===== config.mk =====
export PLATFORM = sky130hd
export DESIGN_NAME = conv_encoder_param
export DESIGN_NICKNAME = d
export VERILOG_FILES = /design/src/rtl/conv_enc_pkg.sv /design/src/rtl/conv_enc_core.sv /design/src/rtl/conv_encoder_param.sv
export SDC_FILE = /design/constraint.sdc
export NUM_CORES = 1
export LEC_CHECK = 0
export ABC_AREA = 1
export CORE_AREA = 2 2 39 41
export DETAILED_ROUTE_END_ITERATION = 16
export DIE_AREA = 0 0 41 43
export PLACE_DENSITY = 0.67
export SLEW_MARGIN = 10
export SYNTH_ARGS = -nofsm -noshare
export SYNTH_HDL_FRONTEND = slang
export SYNTH_HIERARCHICAL = 1
export SYNTH_SLANG_ARGS = --single-unit

===== constraint.sdc =====
create_clock -name clk -period 2.7 [get_ports clk]
set_input_delay 0.81 -clock clk [delete_from_list [all_inputs] [get_ports clk]]
set_output_delay 0.81 -clock clk [all_outputs]
set_load 0.01 [all_outputs]

===== src/rtl/conv_enc_pkg.sv =====
// Shared types, default generator polynomials and the parity helper
// used by the parametrised convolutional encoder.
package conv_enc_pkg;

    localparam int unsigned K_MAX = 9;

    localparam logic [2:0] G_7 = 3'b111;
    localparam logic [2:0] G_5 = 3'b101;

    typedef enum logic {RUN, TAIL} enc_state_t;

    function automatic logic poly_xor(input logic [K_MAX-1:0] g, input logic [K_MAX-1:0] v);
        return ^(g & v);
    endfunction

endpackage


===== src/rtl/conv_enc_core.sv =====
// Combinational trellis step: from the shift register and the input source,
// produce the register input x, the coded pair and the next register value.
module conv_enc_core
    import conv_enc_pkg::*;
#(
    parameter int unsigned  K         = 3,
    parameter logic [K-1:0] G0        = K'(G_7),
    parameter logic [K-1:0] G1        = K'(G_5),
    parameter bit           RECURSIVE = 1'b0
) (
    input  logic [K-2:0] i_r,
    input  logic         i_data,
    input  logic         i_tail,
    output logic         o_x,
    output logic [1:0]   o_code,
    output logic [K-2:0] o_r_next
);

    logic w_fb;
    logic w_u;

    // Tail input is chosen so that x is always 0, driving the trellis to zero.
    always_comb begin
        w_fb = poly_xor(K_MAX'(G0) & ~K_MAX'(1), K_MAX'({i_r, 1'b0}));
        if (RECURSIVE) begin
            w_u    = i_tail ? w_fb : i_data;
            o_x    = w_u ^ w_fb;
            o_code = {w_u, poly_xor(K_MAX'(G1), K_MAX'({i_r, o_x}))};
        end else begin
            w_u    = i_tail ? 1'b0 : i_data;
            o_x    = w_u;
            o_code = {poly_xor(K_MAX'(G0), K_MAX'({i_r, o_x})),
                      poly_xor(K_MAX'(G1), K_MAX'({i_r, o_x}))};
        end
    end

    assign o_r_next = {i_r[K-3:0], o_x};

endmodule


===== src/rtl/conv_encoder_param.sv =====
// Rate-1/2 convolutional encoder (feedforward or RSC) with optional zero-state
// tail flush, valid/ready on both sides and frame delimiting via last.
module conv_encoder_param
    import conv_enc_pkg::*;
#(
    parameter int unsigned  K         = 3,
    parameter logic [K-1:0] G0        = K'(G_7),
    parameter logic [K-1:0] G1        = K'(G_5),
    parameter bit           RECURSIVE = 1'b0,
    parameter bit           TERMINATE = 1'b1
) (
    input  logic       clk,
    input  logic       rst,
    input  logic       in_valid,
    output logic       in_ready,
    input  logic       in_data,
    input  logic       in_last,
    output logic       out_valid,
    input  logic       out_ready,
    output logic [1:0] out_data,
    output logic       out_last
);

    localparam int unsigned     CNT_W    = $clog2(K);
    localparam logic [CNT_W-1:0] TAIL_END = CNT_W'(K - 2);

    if (K < 3 || K > K_MAX) begin : g_bad_k
        $fatal(1, "conv_encoder_param: K out of range 3..9");
    end
    if (RECURSIVE && !G0[0]) begin : g_bad_g0
        $fatal(1, "conv_encoder_param: RSC mode needs G0[0]=1");
    end

    enc_state_t       r_state, w_state_n;
    logic [K-2:0]     r_sreg, w_sreg_n;
    logic [CNT_W-1:0] r_tail_cnt, w_tail_cnt_n;
    logic             r_out_valid, w_out_valid_n;
    logic [1:0]       r_out_data, w_out_data_n;
    logic             r_out_last, w_out_last_n;

    logic             w_adv;
    logic             w_x;
    logic [1:0]       w_code;
    logic [K-2:0]     w_r_next;

    conv_enc_core #(
        .K         (K),
        .G0        (G0),
        .G1        (G1),
        .RECURSIVE (RECURSIVE)
    ) u_core (
        .i_r      (r_sreg),
        .i_data   (in_data),
        .i_tail   (r_state == TAIL),
        .o_x      (w_x),
        .o_code   (w_code),
        .o_r_next (w_r_next)
    );

    assign w_adv     = !r_out_valid || out_ready;
    assign in_ready  = (r_state == RUN) && w_adv;
    assign out_valid = r_out_valid;
    assign out_data  = r_out_data;
    assign out_last  = r_out_last;

    always_ff @(posedge clk) begin
        if (rst) begin
            r_state     <= RUN;
            r_sreg      <= '0;
            r_tail_cnt  <= '0;
            r_out_valid <= 1'b0;
            r_out_data  <= 2'b00;
            r_out_last  <= 1'b0;
        end else begin
            r_state     <= w_state_n;
            r_sreg      <= w_sreg_n;
            r_tail_cnt  <= w_tail_cnt_n;
            r_out_valid <= w_out_valid_n;
            r_out_data  <= w_out_data_n;
            r_out_last  <= w_out_last_n;
        end
    end

    // Next-state and output-register load; nothing moves unless the output slot frees up.
    always_comb begin
        w_state_n     = r_state;
        w_sreg_n      = r_sreg;
        w_tail_cnt_n  = r_tail_cnt;
        w_out_valid_n = r_out_valid;
        w_out_data_n  = r_out_data;
        w_out_last_n  = r_out_last;
        case (r_state)
            RUN: begin
                if (w_adv) begin
                    if (in_valid) begin
                        w_out_valid_n = 1'b1;
                        w_out_data_n  = w_code;
                        w_out_last_n  = 1'b0;
                        w_sreg_n      = w_r_next;
                        if (in_last) begin
                            if (TERMINATE) begin
                                w_state_n    = TAIL;
                                w_tail_cnt_n = '0;
                            end else begin
                                w_out_last_n = 1'b1;
                                w_sreg_n     = '0;
                            end
                        end
                    end else begin
                        w_out_valid_n = 1'b0;
                        w_out_last_n  = 1'b0;
                    end
                end
            end
            TAIL: begin
                if (w_adv) begin
                    w_out_valid_n = 1'b1;
                    w_out_data_n  = w_code;
                    w_tail_cnt_n  = r_tail_cnt + CNT_W'(1);
                    w_sreg_n      = w_r_next;
                    w_out_last_n  = 1'b0;
                    if (r_tail_cnt == TAIL_END) begin
                        w_out_last_n = 1'b1;
                        w_sreg_n     = '0;
                        w_state_n    = RUN;
                    end
                end
            end
            default: w_state_n = RUN;
        endcase
    end

endmodule


==> summary.txt, run 1 <==
Place
  – Pre-CTS setup slack: -0.117 ns
  – Port Buffers: 10
  – Hpwl dp: 745 um
  – Post-Place Cells: 95
  – Routability congestion estimate: 0.758

Routing
  – First drt pass iteration count: 4
  – Routed WL: 920 um
  – Final ANT Viol Nets: 0
  – WL per Instance: approximately 9.3 um
  – DRT iter0 DRCs: 7
  – Vias: between 400 and 500
  – # DRC: 0
  – Vias per cell: about 4.5

Timing
  – Hold Vio Cnt, Final: 0
  – Relative slew slack: about four fifths
  – Final WS setup: ~0.16 ns
  – Slew @ Worst Pin: ~0.27 ns
  – Final setup skew: approximately 0.0090 ns
  – Pins Over Slew Limit: 0
  – F_max: between 300 and 400 MHz
  – Shortest period the worst path allows: around 2.5 ns
  – RSZ-0062 raised after global routing: no
  – Final setup vio count: 0
  – Period utilisation layout: a little over nine tenths

Critical path
  – Crit path largest cell delay: ~0.49 ns
  – Largest fanout on the critical path: 2
  – Worst Setup Start Kind: primary input
  – Crit path max-delay family: buffers and inverters
  – Slowest CP cell: clkdlybuf4s50_1
  – Crit path cell chain: clkdlybuf4s50_1 -> nor2_2 -> nor2_1 -> dlygate4sd2_1
  – Data arrival time of the critical path: roughly 1.7 ns
  – CP required: approximately 1.9 ns
  – Worst Setup End Kind: output pin
  – Worst Setup Path Type: in -> out
  – Worst Path Buf+Inv: 2

Cells and area
  – P&R area growth vs syn: 28.7%
  – Fin cells: approximately 100
  – Layout cells sized above 1: between 10% and 20%
  – Leading cell type in the layout, fill and taps excluded: nand2_1
  – Most frequent cells in the layout: nand2_1 (15), inv_1 (11), clkdlybuf4s50_1 (9), dfxtp_1 (9)
  – Fillers: 144
  – Antenna Cells: 0
  – Final nets: 92

GRT
  – Antenna violations before repair: 0
  – Vias in the first global route: approximately 380
  – Total grt overflow: 0
  – Tot GR Track Use: between 10% and 20%
  – First-pass GRT wire length: between 1.5 and 2 mm
  – Largest net degree at the start of global routing: 9

Synthesis
  – Seq/Total Area, Yosys: roughly 38%
  – Mapped Cells: 70
  – Mapped cell area: around 480 sq um
  – Synth warnings: 6
  – Synth cell types: 14
  – Syn Nets: roughly 80
  – Post-synthesis register bit count: 9
  – Avg Cell Area, Syn: 6.85 sq um

Run status
  – Status: finished, final reports clean

Clocking
  – Clk root buf: clkbuf_4
  – PostCTS Resize Cnt: 1
  – Sink Count: 9
  – Maximum buffer depth of the clock tree: 2
  – CTS clk-pin slew, worst paths: 0.05 ns
  – Clock latency on the worst-skew pair: 0.26 ns
  – Post-CTS Setup Bufs: 0
  – H-tree Lvls: 1
  – Hold_buf cts: 0
  – CTS buffer count: 3
  – CTS tree: done

Power
  – Combinational power share: roughly a fifth
  – Sw frac: 27.6%
  – Cell internal pwr: 230 uW
  – Static Leakage: around 0.00028 uW
  – Final Power: 318 uW
  – Clock power frac: roughly 33%
  – Flop pwr share: between 40 and 50%
  – Worst vdd ir: 236 uV
  – P_sw: about 88 uW
  – PwrDens: approximately 520 nW/um^2

Run
  – Max-cap viol count: 0

Floorplan
  – Die Ht: between 40 and 50 um
  – Total core area: between 1000 and 1500 sq um
  – I/O pin count: 11
  – Row cnt: 14
  – Die W: roughly 41 um
  – Die Area: roughly 1800 sq um
  – Starting Density: about a third

Worst hold path
  – Hold Path Class: reg -> reg
-- cell families after synthesis --
kind of cell | count (synthesis) | synth area share [%]
flops | 9 | 37.6
fa+ha+maj | 2 | 5.22
buf+inv | 14 | 12.5
simple gates | 32 | 30.0
compound gates | 13 | 14.6
-- area by class of cell --
cell class	instances	area [sq um]	area share, %
clock buffer	4	26.3	4.26
inverter	12	45.0	7.30
multi-input combinational	47	239	38.7
sequential	9	180	29.2
tap	16	20.0	3.25
timing repair buffer	11	106	17.2
-- stage by stage --
step / setup TNS (ns) / util (%) / hold slack, ns / cell area [sq um]
2_1_floorplan: 0 / - / 0.451 / 479
6_report: 0 / 44.6 / 0.464 / 617
3_3_place_gp: -0.0700 / 42.8 / 0.455 / 592
4_1_cts: 0 / 44.6 / 0.466 / 617
3_5_place_dp: -0.117 / 42.8 / 0.458 / 592
5_1_grt: 0 / 44.6 / 0.499 / 617
-- synth_stat cells --
cell      instances  area [sq um]
nor2_4            1          11.3
nand2_1          15          56.3
inv_2             1          3.75
inv_1            11          41.3
o21ai_1           4          20.0
dfxtp_1           9           180
nor2_1            7          26.3
nor2_2            2          12.5
buf_4             2          15.0
ha_1              2          25.0
a21oi_1           7          35.0
nand2_2           2          12.5
a21boi_0          2          15.0
nand3_1           5          25.0
-- path summary, 6_finish.rpt --
check / from / end / slack [ns] / cells past startpoint
worst min register to register: out_last / out_last / 0.46 / 2
worst max register to register: r_state / out_data[1] / 1.55 / 7
worst max-delay path: out_ready / in_ready / 0.16 / 4
worst min-delay path: out_last / out_last / 0.46 / 2
-- layer usage --
metal,vias to the layer above,part of all wire (%),track usage (%)
li1,243,-,-
met1,190,44,14.2
met2,10,51,19.7
met3,2,3.8,6.28
met4,0,0.76,7.33
met5,-,0,0
-- sequential cells by signal, summed over array words and instances, names as in the netlist --
register    count
out_data        2
out_last        1
out_valid       1
r_sreg          2
r_state         1
r_tail_cnt      2
-- tightest hold or removal path: cells and delay by family, from the launching register on --
kind             cells  cell delay, ns
AND/OR/NAND/NOR      1            0.06
flip-flops           1            0.31
AO/OA/AOI/OAI        1            0.05
-- power by group through the flow --
| stage | sequential (uW) | clock [uW] | combinational [uW] |
|---|---|---|---|
| finish | 150 | 104 | 65.0 |
| global route | 151 | 115 | 72.8 |
| CTS | 150 | 108 | 65.6 |
| detailed placement | 153 | 0 | 66.3 |
| global placement | 152 | 0 | 65.4 |
| floorplan | 153 | 0 | 38.1 |
Note: power is estimated with default switching activity, not from simulation.
==> inputs of run 2 (changes only) <==
--- a/config.mk
+++ b/config.mk
@@ -6,9 +6,9 @@
 export NUM_CORES = 1
 export LEC_CHECK = 0
 export ABC_AREA = 1
-export CORE_AREA = 2 2 39 41
+export CORE_AREA = 5 5 42 44
 export DETAILED_ROUTE_END_ITERATION = 16
-export DIE_AREA = 0 0 41 43
+export DIE_AREA = 0 0 47 49
 export PLACE_DENSITY = 0.67
 export SLEW_MARGIN = 10
 export SYNTH_ARGS = -nofsm -noshare
==> run 2 against run 1 <==
Combinational power is 1% lower; largest power group unchanged; global-route usage fell by 3.7 points; critical path type unchanged; clock-buffer cell count unchanged; die area rose by 31%; cell count did not move; sequential power barely moved; critical endpoint unchanged; power rose by 0.32%; routed wire length down 1.8%; via count rose by 0.45%.
==> summary.txt, run 2 (same netlist as run 1, synthesis figures left out) <==
GRT
  – Met3 Use GR: approximately 3.3%
  – Largest net degree at the start of global routing: 9
  – Tot GR Track Use: about a tenth
  – Vias in the first global route: 396
  – GRT busiest layer: met1
  – M1 GR Usage: between 10% and 20%
  – First-pass GRT wire length: around 1.6 mm
  – Antenna violations before repair: 0
  – GR Util met2: around an eighth
  – Total grt overflow: 0

Timing
  – Hold Vio Cnt, Final: 0
  – Slew @ Worst Pin: roughly 0.28 ns
  – Fin Setup TNS: 0 ns
  – Final setup skew: 0.00312 ns
  – F_max: a little under 400 MHz
  – Final setup vio count: 0
  – Final WS setup: 0.184 ns
  – Shortest period the worst path allows: ~2.5 ns
  – Relative slew slack: ~80%
  – Pins Over Slew Limit: 0
  – RSZ-0062 raised after global routing: no
  – Period utilisation layout: 93.2%

Cells and area
  – Register area: approximately 180 sq um
  – Final nets: a little over 90
  – Layout cells sized above 1: about an eighth
  – Leading cell type in the layout, fill and taps excluded: nand2_1
  – Core Util, Final: 44.0%
  – Antenna Cells: 0
  – P&R area growth vs syn: 28.7%
  – Most frequent cells in the layout: nand2_1 (15), inv_1 (11), clkdlybuf4s50_1 (9), dfxtp_1 (9)
  – Finished Cell Area: ~620 sq um
  – Fillers: ~150
  – Multi-input gate area: roughly 240 sq um

Floorplan
  – Total core area: between 1000 and 1500 sq um
  – Row cnt: 14
  – Die Area: roughly 2300 sq um
  – Die Ht: 49 um
  – I/O pin count: 11
  – Die W: 47 um
  – Starting Density: roughly a third

Critical path
  – Data arrival time of the critical path: between 1.5 and 2 ns
  – Reg-to-reg endpoint: out_data[1]
  – Critical path destination: in_ready
  – Worst Path Buf+Inv: 2
  – Worst r2r path cells: 7
  – Crit path largest cell delay: ~0.43 ns
  – Crit path launch: out_ready
  – R2r setup slk: around 1.6 ns
  – Largest fanout on the critical path: 2
  – Worst Setup Path Type: in -> out
  – CP required: around 1.9 ns
  – Slowest CP cell: clkdlybuf4s50_1
  – Reg2reg start: r_state
  – Critical path depth in cells: 4
  – Worst Setup Start Kind: primary input
  – Crit path max-delay family: buffers and inverters
  – Worst Setup End Kind: output pin
  – Crit path cell chain: clkdlybuf4s50_1 -> nor2_2 -> nor2_1 -> dlygate4sd2_1

Clocking
  – Clk root buf: clkbuf_4
  – Clock latency on the worst-skew pair: between 0.2 and 0.3 ns
  – CTS buffer count: 3
  – Sink Count: 9
  – Maximum buffer depth of the clock tree: 2
  – CTS clk-pin slew, worst paths: 0.06 ns
  – Post-CTS Setup Bufs: 0
  – CTS tree: done
  – H-tree Lvls: 1

Routing
  – # DRC: 0
  – Final ANT Viol Nets: 0
  – Routed WL: 903 um
  – WL per Instance: about 9.1 um
  – Vias: approximately 450
  – Vias per cell: approximately 4.5
  – DRT iter0 DRCs: 10
  – First drt pass iteration count: 4

Run status
  – Status: finished, final reports clean

Place
  – DP Area: around 590 sq um
  – Routability congestion estimate: around 0.70
  – Port Buffers: 10
  – Pre-CTS setup slack: -0.0936 ns
  – Hpwl dp: about 700 um

Power
  – Static Leakage: approximately 0.00028 uW
  – Worst vdd ir: about 240 uV
  – PwrDens: 518 nW/um^2

Worst hold path
  – Hold Path Class: reg -> reg

Run
  – Max-cap viol count: 0
-- run 2: worst min-delay path, cell delays in order (launching register included) --
cell and delay (ns):
dfxtp_1 0.31, nand2_1 0.06, a21oi_1 0.05
-- run 2: power by group --
part / total (uW) / switching, uW / leakage, uW / internal [uW]
clock: 106 / 48.7 / 0.0000150 / 57.1
combinational: 64.2 / 32.4 / 0.000188 / 31.8
sequential: 149 / 7.56 / 0.0000739 / 142
total: 319 / 88.6 / 0.000277 / 231
-- run 2: final cells by class --
type                    instances  area share, %
well taps                      16           3.25
multi-input cells              47           38.7
repair buffers                 11           17.2
clock buffers                   4           4.26
inverters                      12           7.30
flip-flops and latches          9           29.2
-- run 2: timing repair --
item | CTS | global route
gates resized for setup | 1 | 0
hold buffers | 0 | 0
endpoints found under the setup margin | 1 | 0
-- run 2: layer usage --
metal / part of all wire (%) / vias up / wire (um)
li1: - / 242 / -
met1: 47 / 194 / 424
met2: 45 / 9 / 408
met3: 6.0 / 2 / 54
met4: 1.8 / 0 / 16
met5: 0 / - / 0
-- run 2: how the worst min path moves through the flow --
stage	start	endpoint	slack, ns	depth (start not counted)
detailed placement	out_last	out_last	0.46	2
floorplan	r_tail_cnt[1]	r_tail_cnt[1]	0.45	2
global placement	out_last	out_last	0.46	2
CTS	out_last	out_last	0.47	2
global route	out_last	out_last	0.47	2
finish	out_last	out_last	0.46	2
-- run 2: through the flow --
stage / cells / power, uW / hold slack [ns]
after floorplan: 70 / 192 / 0.451
after global placement: 95 / 217 / 0.455
after detailed placement: 95 / 218 / 0.462
after CTS: 99 / 322 / 0.467
after global routing: 99 / 341 / 0.475
final: 99 / 319 / 0.462
